File: config.mk
export PLATFORM = sky130hd
export DESIGN_NAME = dest_data_mux
export DESIGN_NICKNAME = d
export VERILOG_FILES = /design/src/rtl/lynxTypes.sv /design/src/rtl/dest_data_mux.sv
export SDC_FILE = /design/constraint.sdc
export NUM_CORES = 1
export LEC_CHECK = 0
export CAP_MARGIN = 20
export CELL_PAD_IN_SITES_DETAIL_PLACEMENT = 0
export CELL_PAD_IN_SITES_GLOBAL_PLACEMENT = 1
export CORE_AREA = 5 5 458 460
export CTS_CLUSTER_SIZE = 14
export DETAILED_ROUTE_END_ITERATION = 10
export DIE_AREA = 0 0 463 465
export PLACE_DENSITY_LB_ADDON = 0.1
export SLEW_MARGIN = 25
export SYNTH_ARGS = -nofsm -noshare
export SYNTH_HDL_FRONTEND = slang
export SYNTH_SLANG_ARGS = --single-unit
export TNS_END_PERCENT = 20
File: constraint.sdc
create_clock -name aclk -period 6.4 [get_ports aclk]
set_clock_uncertainty 0.2 [all_clocks]
set_input_delay 1.92 -clock aclk [delete_from_list [all_inputs] [get_ports aclk]]
set_output_delay 1.92 -clock aclk [all_outputs]
set_load 0.005 [all_outputs]
File: src/rtl/lynxTypes.sv
// Shared type package: stream widths, routing-entry struct and width helpers
// used by the data path blocks. dest_data_mux imports it with lynxTypes::*.
package lynxTypes;

    // Default stream data width and the widths of the routing-entry fields
    localparam int AXI_DATA_BITS = 512;
    localparam int BLEN_BITS     = 28;
    localparam int PID_BITS      = 6;
    localparam int N_DESTS_BITS  = 4;

    // Routing entry: owning pid, transfer length in beats minus one, source select
    typedef struct packed {
        logic [PID_BITS-1:0]     pid;
        logic [BLEN_BITS-1:0]    len;
        logic [N_DESTS_BITS-1:0] dest;
    } mux_user_t;

    // Ceiling log2 that never returns zero, so a one-entry select still has a bit
    function automatic int clog2s(input int v);
        return (v < 2) ? 1 : $clog2(v);
    endfunction

endpackage

File: src/rtl/dest_data_mux.sv
// dest_data_mux: merges N_DESTS AXI-Stream sources onto one output stream.
// A routing entry {pid, len, dest} selects which source feeds the output for
// the next len+1 beats; tlast is generated locally from the beat count and the
// source tlast is ignored. The data path is purely combinational (no buffering)
// and a new entry is accepted on the last beat so transfers run back-to-back.
// Optional build macro DEST_DATA_MUX_STATS_EN adds the cnt_xfers output, a
// 32-bit wrapping count of completed transfers.
module dest_data_mux
    import lynxTypes::*;
#(
    parameter int DATA_BITS = AXI_DATA_BITS,
    parameter int N_DESTS   = 1
) (
    input  logic                                  aclk,
    input  logic                                  areset,

    input  mux_user_t                             mux_data,
    input  logic                                  mux_valid,
    output logic                                  mux_ready,

    input  logic [N_DESTS-1:0]                    s_axis_tvalid,
    output logic [N_DESTS-1:0]                    s_axis_tready,
    input  logic [N_DESTS-1:0][DATA_BITS-1:0]     s_axis_tdata,
    input  logic [N_DESTS-1:0][DATA_BITS/8-1:0]   s_axis_tkeep,
    input  logic [N_DESTS-1:0]                    s_axis_tlast,

    output logic                                  m_axis_tvalid,
    input  logic                                  m_axis_tready,
    output logic [DATA_BITS-1:0]                  m_axis_tdata,
    output logic [DATA_BITS/8-1:0]                m_axis_tkeep,
    output logic                                  m_axis_tlast
`ifdef DEST_DATA_MUX_STATS_EN
    ,
    output logic [31:0]                           cnt_xfers
`endif
);

    localparam int SEL_BITS = clog2s(N_DESTS);

    typedef enum logic [0:0] {
        IDLE = 1'b0,
        XFER = 1'b1
    } state_t;

    state_t               state_r;
    logic [SEL_BITS-1:0]  dest_r;
    logic [BLEN_BITS-1:0] len_r;
    logic [BLEN_BITS-1:0] cnt_r;

    logic                 sel_valid_s;
    logic                 beat_hs_s;
    logic                 last_hs_s;
    logic                 mux_hs_s;
    logic [SEL_BITS-1:0]  new_dest_s;
    logic                 unused_s;

    // pid, the upper dest bits and the source tlast carry no meaning here
    assign unused_s = ^{mux_data.pid, mux_data.dest, s_axis_tlast};

    assign beat_hs_s = (state_r == XFER) && m_axis_tvalid && m_axis_tready;
    assign last_hs_s = beat_hs_s && m_axis_tlast;
    assign mux_hs_s  = mux_valid && mux_ready;

    // Source select taken from a new entry; a single source is always source 0
    always_comb begin
        new_dest_s = '0;
        if (N_DESTS > 1) begin
            new_dest_s = mux_data.dest[SEL_BITS-1:0];
        end else begin
            new_dest_s = '0;
        end
    end

    // Output steering and handshakes; everything is forced quiet during reset
    always_comb begin
        sel_valid_s   = 1'b0;
        mux_ready     = 1'b0;
        s_axis_tready = '0;
        m_axis_tvalid = 1'b0;
        m_axis_tdata  = '0;
        m_axis_tkeep  = '0;
        m_axis_tlast  = 1'b0;
        case (state_r)
            IDLE: begin
                mux_ready = ~areset;
            end
            XFER: begin
                // An out-of-range select simply stalls rather than reading garbage
                if (!areset && (int'(dest_r) < N_DESTS)) begin
                    sel_valid_s           = s_axis_tvalid[dest_r];
                    m_axis_tdata          = s_axis_tdata[dest_r];
                    m_axis_tkeep          = s_axis_tkeep[dest_r];
                    m_axis_tlast          = (cnt_r == len_r);
                    s_axis_tready[dest_r] = m_axis_tready;
                    m_axis_tvalid         = sel_valid_s;
                    mux_ready             = sel_valid_s && m_axis_tready && m_axis_tlast;
                end else begin
                    sel_valid_s = 1'b0;
                end
            end
            default: begin
                mux_ready = 1'b0;
            end
        endcase
    end

    // Transfer FSM, latched routing entry and beat counter
    always_ff @(posedge aclk) begin
        if (areset) begin
            state_r <= IDLE;
            dest_r  <= '0;
            len_r   <= '0;
            cnt_r   <= '0;
        end else begin
            case (state_r)
                IDLE: begin
                    if (mux_hs_s) begin
                        dest_r  <= new_dest_s;
                        len_r   <= mux_data.len;
                        cnt_r   <= '0;
                        state_r <= XFER;
                    end
                end
                XFER: begin
                    if (last_hs_s) begin
                        cnt_r <= '0;
                        if (mux_hs_s) begin
                            dest_r <= new_dest_s;
                            len_r  <= mux_data.len;
                        end else begin
                            state_r <= IDLE;
                        end
                    end else if (beat_hs_s) begin
                        cnt_r <= cnt_r + BLEN_BITS'(1'b1);
                    end
                end
                default: begin
                    state_r <= IDLE;
                end
            endcase
        end
    end

`ifdef DEST_DATA_MUX_STATS_EN
    // Completed-transfer counter, wraps naturally at 2^32
    always_ff @(posedge aclk) begin
        if (areset) begin
            cnt_xfers <= 32'd0;
        end else if (last_hs_s) begin
            cnt_xfers <= cnt_xfers + 32'd1;
        end
    end
`endif

endmodule

**Word-level counts from Yosys, hierarchy flattened**

Cells that the tools add are included.
Widths: inputs -> output; s select.

- Flip-flop bits (word level): 58
- Bits in latches: 0
- Memory bits (writable): 0
- Memory bits (read-only): 0
- Output and inout bits: 580
- Logic and storage cells: 54
- Memories: 0

- $add $sub $neg: 1
- Multiply operators: 0
- Divide/modulo/power cells: 0
- Order comparisons: 3
- Eq/ne operators: 4
- Shifts and indexed selects: 0
- Mux-type cells: 29
- Bitwise gates (word level): 3
- Reductions and logical operators: 10

Operator list:

| cell | count |
|---|---|
| $mux 512 | 3 |
| $mux 64 | 3 |
| $mux 28 | 5 |
| $pmux 28 s2 | 2 |
| $add 28x1->28 const B | 1 |
| $eq 28x28->1 | 1 |
| $mux 1 | 13 |
| $logic_and 1x1->1 | 8 |
| $pmux 1 s2 | 3 |
| $ne 3x1->1 const B | 1 |
| $lt 1x1->1 const B | 2 |
| $ne 2x1->1 const B | 1 |
| $ne 2x2->1 const B | 1 |
| $not 1->1 | 2 |
| $reduce_and 2->1 | 1 |
| $and 1x1->1 | 1 |
| $ge 1x1->1 const B | 1 |
| $logic_not 1->1 | 1 |

**Depth between registers and ports, before layout**

- Word-level depth: 10
- Mapped depth: 10
- Mapped depth without buffers: 7

**Worst setup path after synthesis**

OpenSTA, ideal clock, no wires.

- Kind: input to output
- Start: input port areset
- End: output port m_axis_tdata[154]
- Arrival time: 3,070 ps
- Path slack: 1,210 ps
- Stages: 5
- Cells stage by stage: nor2b_1 > clkbuf_1 > clkbuf_1 > clkbuf_1 > and2_1

- Cells in the longest elaborated chain, start to end: 4

Ends and longest elaborated chain:

| element | RTL line | text |
|---|---|---|
| start: declaration | dest_data_mux.sv:15 | `input logic areset,` |
| $logic_not 1->1 | dest_data_mux.sv:89 | `if (!areset && (int'(dest_r) < N_DESTS)) begin` |
| $logic_and 1x1->1 | dest_data_mux.sv:89 |  |
| $mux 512 | dest_data_mux.sv:89 |  |
| $mux 512 | dest_data_mux.sv:83 | `case (state_r)` |
| end: declaration | dest_data_mux.sv:29 | `output logic [DATA_BITS-1:0] m_axis_tdata,` |

No other way between the ends.

**Worst setup path in the final report**

- Start: input port areset
- End: output port m_axis_tdata[213]

Same word-level chain as after synthesis.

==> impl_metrics.prom <==
# TYPE chip_impl_metric gauge
chip_impl_metric{name="track_usage",unit=""} 0.148
chip_impl_info{name="timing.critical_path.max_delay_family",value="buffers and inverters"} 1
chip_impl_metric{name="p_leak",unit="µW"} 0.00801
chip_impl_metric{name="cp.buffers_inverters",unit=""} 4
chip_impl_metric{name="ff2ff_setup_slack",unit="ps"} 3250
chip_impl_metric{name="cts_hold_buf",unit=""} 0
chip_impl_metric{name="dieArea",unit="µm²"} 215000
chip_impl_metric{name="drt_wl_total",unit="mm"} 168
chip_impl_metric{name="achievable-frequency",unit="MHz"} 163
chip_impl_metric{name="ys_seq_area_frac",unit=""} 0.168
chip_impl_metric{name="timing_hold_violations_final",unit=""} 0
chip_impl_metric{name="core_region_area",unit="µm²"} 206000
chip_impl_metric{name="drc",unit=""} 0
chip_impl_metric{name="reg2regPathDepth",unit=""} 7
chip_impl_metric{name="initial_utilization",unit=""} 0.0331
chip_impl_metric{name="ctsResizeCount",unit=""} 0
chip_impl_metric{name="post_synth.cell_area_avg",unit="µm²"} 6.77
chip_impl_metric{name="fillers",unit=""} 23800
chip_impl_metric{name="period_needed",unit="ps"} 6140
chip_impl_metric{name="dpl.hpwl",unit="mm"} 159
chip_impl_metric{name="syn_area",unit="µm²"} 6810
chip_impl_metric{name="clkTransAtPathRegs",unit="ps"} 60
chip_impl_metric{name="clock_latency",unit="ps"} 340
chip_impl_info{name="path_cells",value="clkdlybuf4s50_1 -> nor2b_4 -> buf_12 -> buf_12 -> and2_1 -> clkdlybuf4s50_1"} 1
chip_impl_metric{name="arrival",unit="ps"} 4020
chip_impl_info{name="clock_tree_from_tritoncts",value="built"} 1
chip_impl_info{name="outcome",value="complete, no violations"} 1
chip_impl_metric{name="cts-buffers-inserted",unit=""} 9
chip_impl_metric{name="path_max_fanout",unit=""} 67
chip_impl_metric{name="numPortBuffers",unit=""} 1188
chip_impl_metric{name="yosysUniqueCellTypes",unit=""} 34
chip_impl_metric{name="post_cts.repair.setup_buffers",unit=""} 0
chip_impl_metric{name="slew_headroom",unit=""} 0.338
chip_impl_metric{name="ir_drop",unit="V"} 0.0000820
chip_impl_metric{name="gp_congestion",unit=""} 0.918
chip_impl_metric{name="via_count_of_the_first_global_routing_pass",unit=""} 13000
chip_impl_metric{name="clk_path_buf_depth",unit=""} 2
chip_impl_metric{name="power-per-cell-area",unit="nW/µm²"} 87.8
chip_impl_metric{name="grt_first_pass_wirelength",unit="mm"} 200
chip_impl_info{name="reg2reg_from",value="cnt_r[17]$_SDFFE_PP0P_"} 1
chip_impl_metric{name="finalMaxSlewViolations",unit=""} 0
chip_impl_metric{name="pin_count_of_the_biggest_net_entering_global_routing",unit=""} 82
chip_impl_metric{name="maxCapViolCount",unit=""} 0
chip_impl_metric{name="ys.warnings.count",unit=""} 0
chip_impl_info{name="endpoint_class_of_the_critical_path",value="primary output"} 1
chip_impl_metric{name="critPathMaxStageDelay",unit="ps"} 600
chip_impl_metric{name="horiz_die_dim",unit="µm"} 463
chip_impl_metric{name="vias_per_cell",unit=""} 2.66
chip_impl_metric{name="wl_per_cell",unit="µm"} 34.4
chip_impl_info{name="worstSetupStartpointType",value="primary input"} 1
chip_impl_metric{name="nets",unit=""} 2767
chip_impl_metric{name="synthToLayoutAreaGrowth",unit="%"} 242
chip_impl_metric{name="final_util",unit=""} 0.113
chip_impl_metric{name="worst_pin_slew",unit="ps"} 987
chip_impl_metric{name="cts_sinks",unit=""} 57
chip_impl_metric{name="antenna_found_initial",unit=""} 230
chip_impl_metric{name="dr.pass1.iters",unit=""} 5
chip_impl_info{name="reg2reg_to",value="cnt_r[2]$_SDFFE_PP0P_"} 1
chip_impl_metric{name="synthCells",unit=""} 1006
chip_impl_info{name="cts.root.buffer_cell",value="sky130_fd_sc_hd__clkbuf_16"} 1
chip_impl_metric{name="floorplan.die.height",unit="µm"} 465
chip_impl_metric{name="setup_viol_count_final",unit=""} 0
chip_impl_metric{name="period_share",unit=""} 0.960
chip_impl_metric{name="initialDrtViolationCount",unit=""} 874
chip_impl_metric{name="top_level_ports",unit=""} 1200
chip_impl_metric{name="placement_rows",unit=""} 167
chip_impl_metric{name="cp_data_required_time",unit="ps"} 4280
chip_impl_metric{name="ys_ff_latch",unit=""} 57
chip_impl_metric{name="final_layout_size_suffix_gt1_frac",unit=""} 0.0674
chip_impl_info{name="criticalPathCategory",value="primary input to primary output"} 1
chip_impl_info{name="min-delay-start",value="len_r[22]$_SDFFE_PP0P_"} 1
chip_impl_metric{name="synth_fp_nets",unit=""} 1627
chip_impl_info{name="setup_repair_after_global_routing_missed_its_margin",value="no"} 1
chip_impl_metric{name="setup-tns-final",unit="ps"} 0
chip_impl_info{name="crit_path_top_delay_cell",value="sky130_fd_sc_hd__clkdlybuf4s50_1"} 1
chip_impl_metric{name="cts-htree-levels",unit=""} 3
chip_impl_info{name="worstHoldEndpoint",value="len_r[22]$_SDFFE_PP0P_"} 1
chip_impl_metric{name="overflow",unit=""} 0
chip_impl_metric{name="antenna_viol_nets_final",unit=""} 0
chip_impl_metric{name="worst_hold_path_cells",unit=""} 2
chip_impl_info{name="holdCritPathClass",value="register to register"} 1
chip_impl_metric{name="detailroute.via_count",unit=""} 13000
[sequential cells by signal (all words and copies together) (netlist names)]
name     flops
len_r       28
cnt_r       28
state_r      1
[how the worst max path moves through the flow]
stage	startpoint	slack (ps)	to	cells after the start
global placement	areset	200	m_axis_tdata[113]	7
global route	areset	150	m_axis_tdata[113]	7
floorplan	areset	1210	m_axis_tdata[154]	5
CTS	areset	170	m_axis_tdata[113]	7
detailed placement	areset	180	m_axis_tdata[113]	7
finish	areset	260	m_axis_tdata[213]	6
[power breakdown]
part	internal (µW)	switching (µW)	leakage, µW
clock network	339	189	0.000152
logic	666	479	0.00740
registers	364	7.96	0.000462
total	1370	676	0.00801
[logic make-up (layout without fill, tap and decap cells)]
| kind of cell | count (synthesis) | in the layout | synth area share |
|---|---|---|---|
| buffers and inverters | 90 | 1235 | 0.0546 |
| and+or+nand+nor | 713 | 713 | 0.639 |
| DFF | 57 | 57 | 0.168 |
| AOI/OAI and AO/OA | 117 | 117 | 0.101 |
| xor gates and xnor gates | 28 | 28 | 0.0360 |
| adders and majority gates | 1 | 1 | 0.00184 |
| other | 0 | 30 | 0 |
[cells in the mapped netlist, drive strengths merged]
master,instances,share of area
nand3,36,0.026
o22ai,1,0.00092
a31oi,1,0.00092
o31ai,1,0.0011
and2,582,0.53
clkbuf,75,0.041
o2bb2ai,1,0.0013
o22a,1,0.0013
nand4,7,0.0064
and4,5,0.0064
nor2b,14,0.013
a22o,16,0.021
xor2,28,0.036
nand2,23,0.013
nand2b,4,0.0037
buf,13,0.012
nor4,10,0.013
o21a,1,0.0011
and3,9,0.0083
a21oi,31,0.023
dfxtp,57,0.17
o21ai,56,0.042
nor4b,1,0.0013
nor2,14,0.0077
ha,1,0.0018
nor3,8,0.0059
inv,2,0.0011
a21o,8,0.0088
[per-stage QoR]
| stage | power (µW) | setup WS, ps | instance area (µm²) | hold slack (ps) | std cells |
|---|---|---|---|---|---|
| finish | 2040 | 257 | 23300 | 298 | 4885 |
| global route | 2140 | 154 | 23200 | 322 | 4856 |
| CTS | 2100 | 173 | 23200 | 302 | 4855 |
| detailed placement | 1560 | 182 | 22900 | 292 | 4839 |
| global placement | 1560 | 199 | 22900 | 291 | 4839 |
| floorplan | 576 | 1210 | 6810 | 265 | 1006 |
[metal layers]
layer	track usage	up-vias	part of all wire
met4	0.0125	76	0.018
met5	0	-	0.0029
li1	-	5505	-
met2	0.262	984	0.49
met1	0.175	6086	0.40
met3	0.0582	340	0.092
[placed cells by master (no fill, tap or decap), drive strengths merged, types with 2 or more instances in the layout]
master	count
and3	9
nand2	23
o21ai	56
dfxtp	57
a21oi	31
bufinv	2
diode	30
and2	582
clkinv	4
nor3	8
nand3	36
nand4	7
a22o	16
and4	5
nor2b	14
a21o	8
nor4	10
nand2b	4
clkbuf	10
xor2	28
clkdlybuf4s50	1095
buf	122
nor2	14
[worst register-to-register path: stages, from the launching register on]
cell                      delay (ps)
sky130_fd_sc_hd__dfxtp_1         510
sky130_fd_sc_hd__xor2_1          120
sky130_fd_sc_hd__nor4_1          620
sky130_fd_sc_hd__nand4_1         500
sky130_fd_sc_hd__o21ai_2         260
sky130_fd_sc_hd__buf_4           360
sky130_fd_sc_hd__nor2_4          220
sky130_fd_sc_hd__a22o_1          260
[cell type report]
| class | instances | area [µm²] | area share |
|---|---|---|---|
| Clock buffer | 10 | 229 | 0.00984 |
| Antenna cell | 30 | 75.1 | 0.00322 |
| Tap cell | 2704 | 3380 | 0.145 |
| Timing Repair Buffer | 1217 | 13100 | 0.561 |
| Clock inverter | 6 | 82.6 | 0.00355 |
| Multi-Input combinational cell | 859 | 5310 | 0.228 |
| Inverter | 2 | 7.51 | 0.000322 |
| Sequential cell | 57 | 1140 | 0.0490 |
Note: power is estimated with default switching activity, not from simulation.
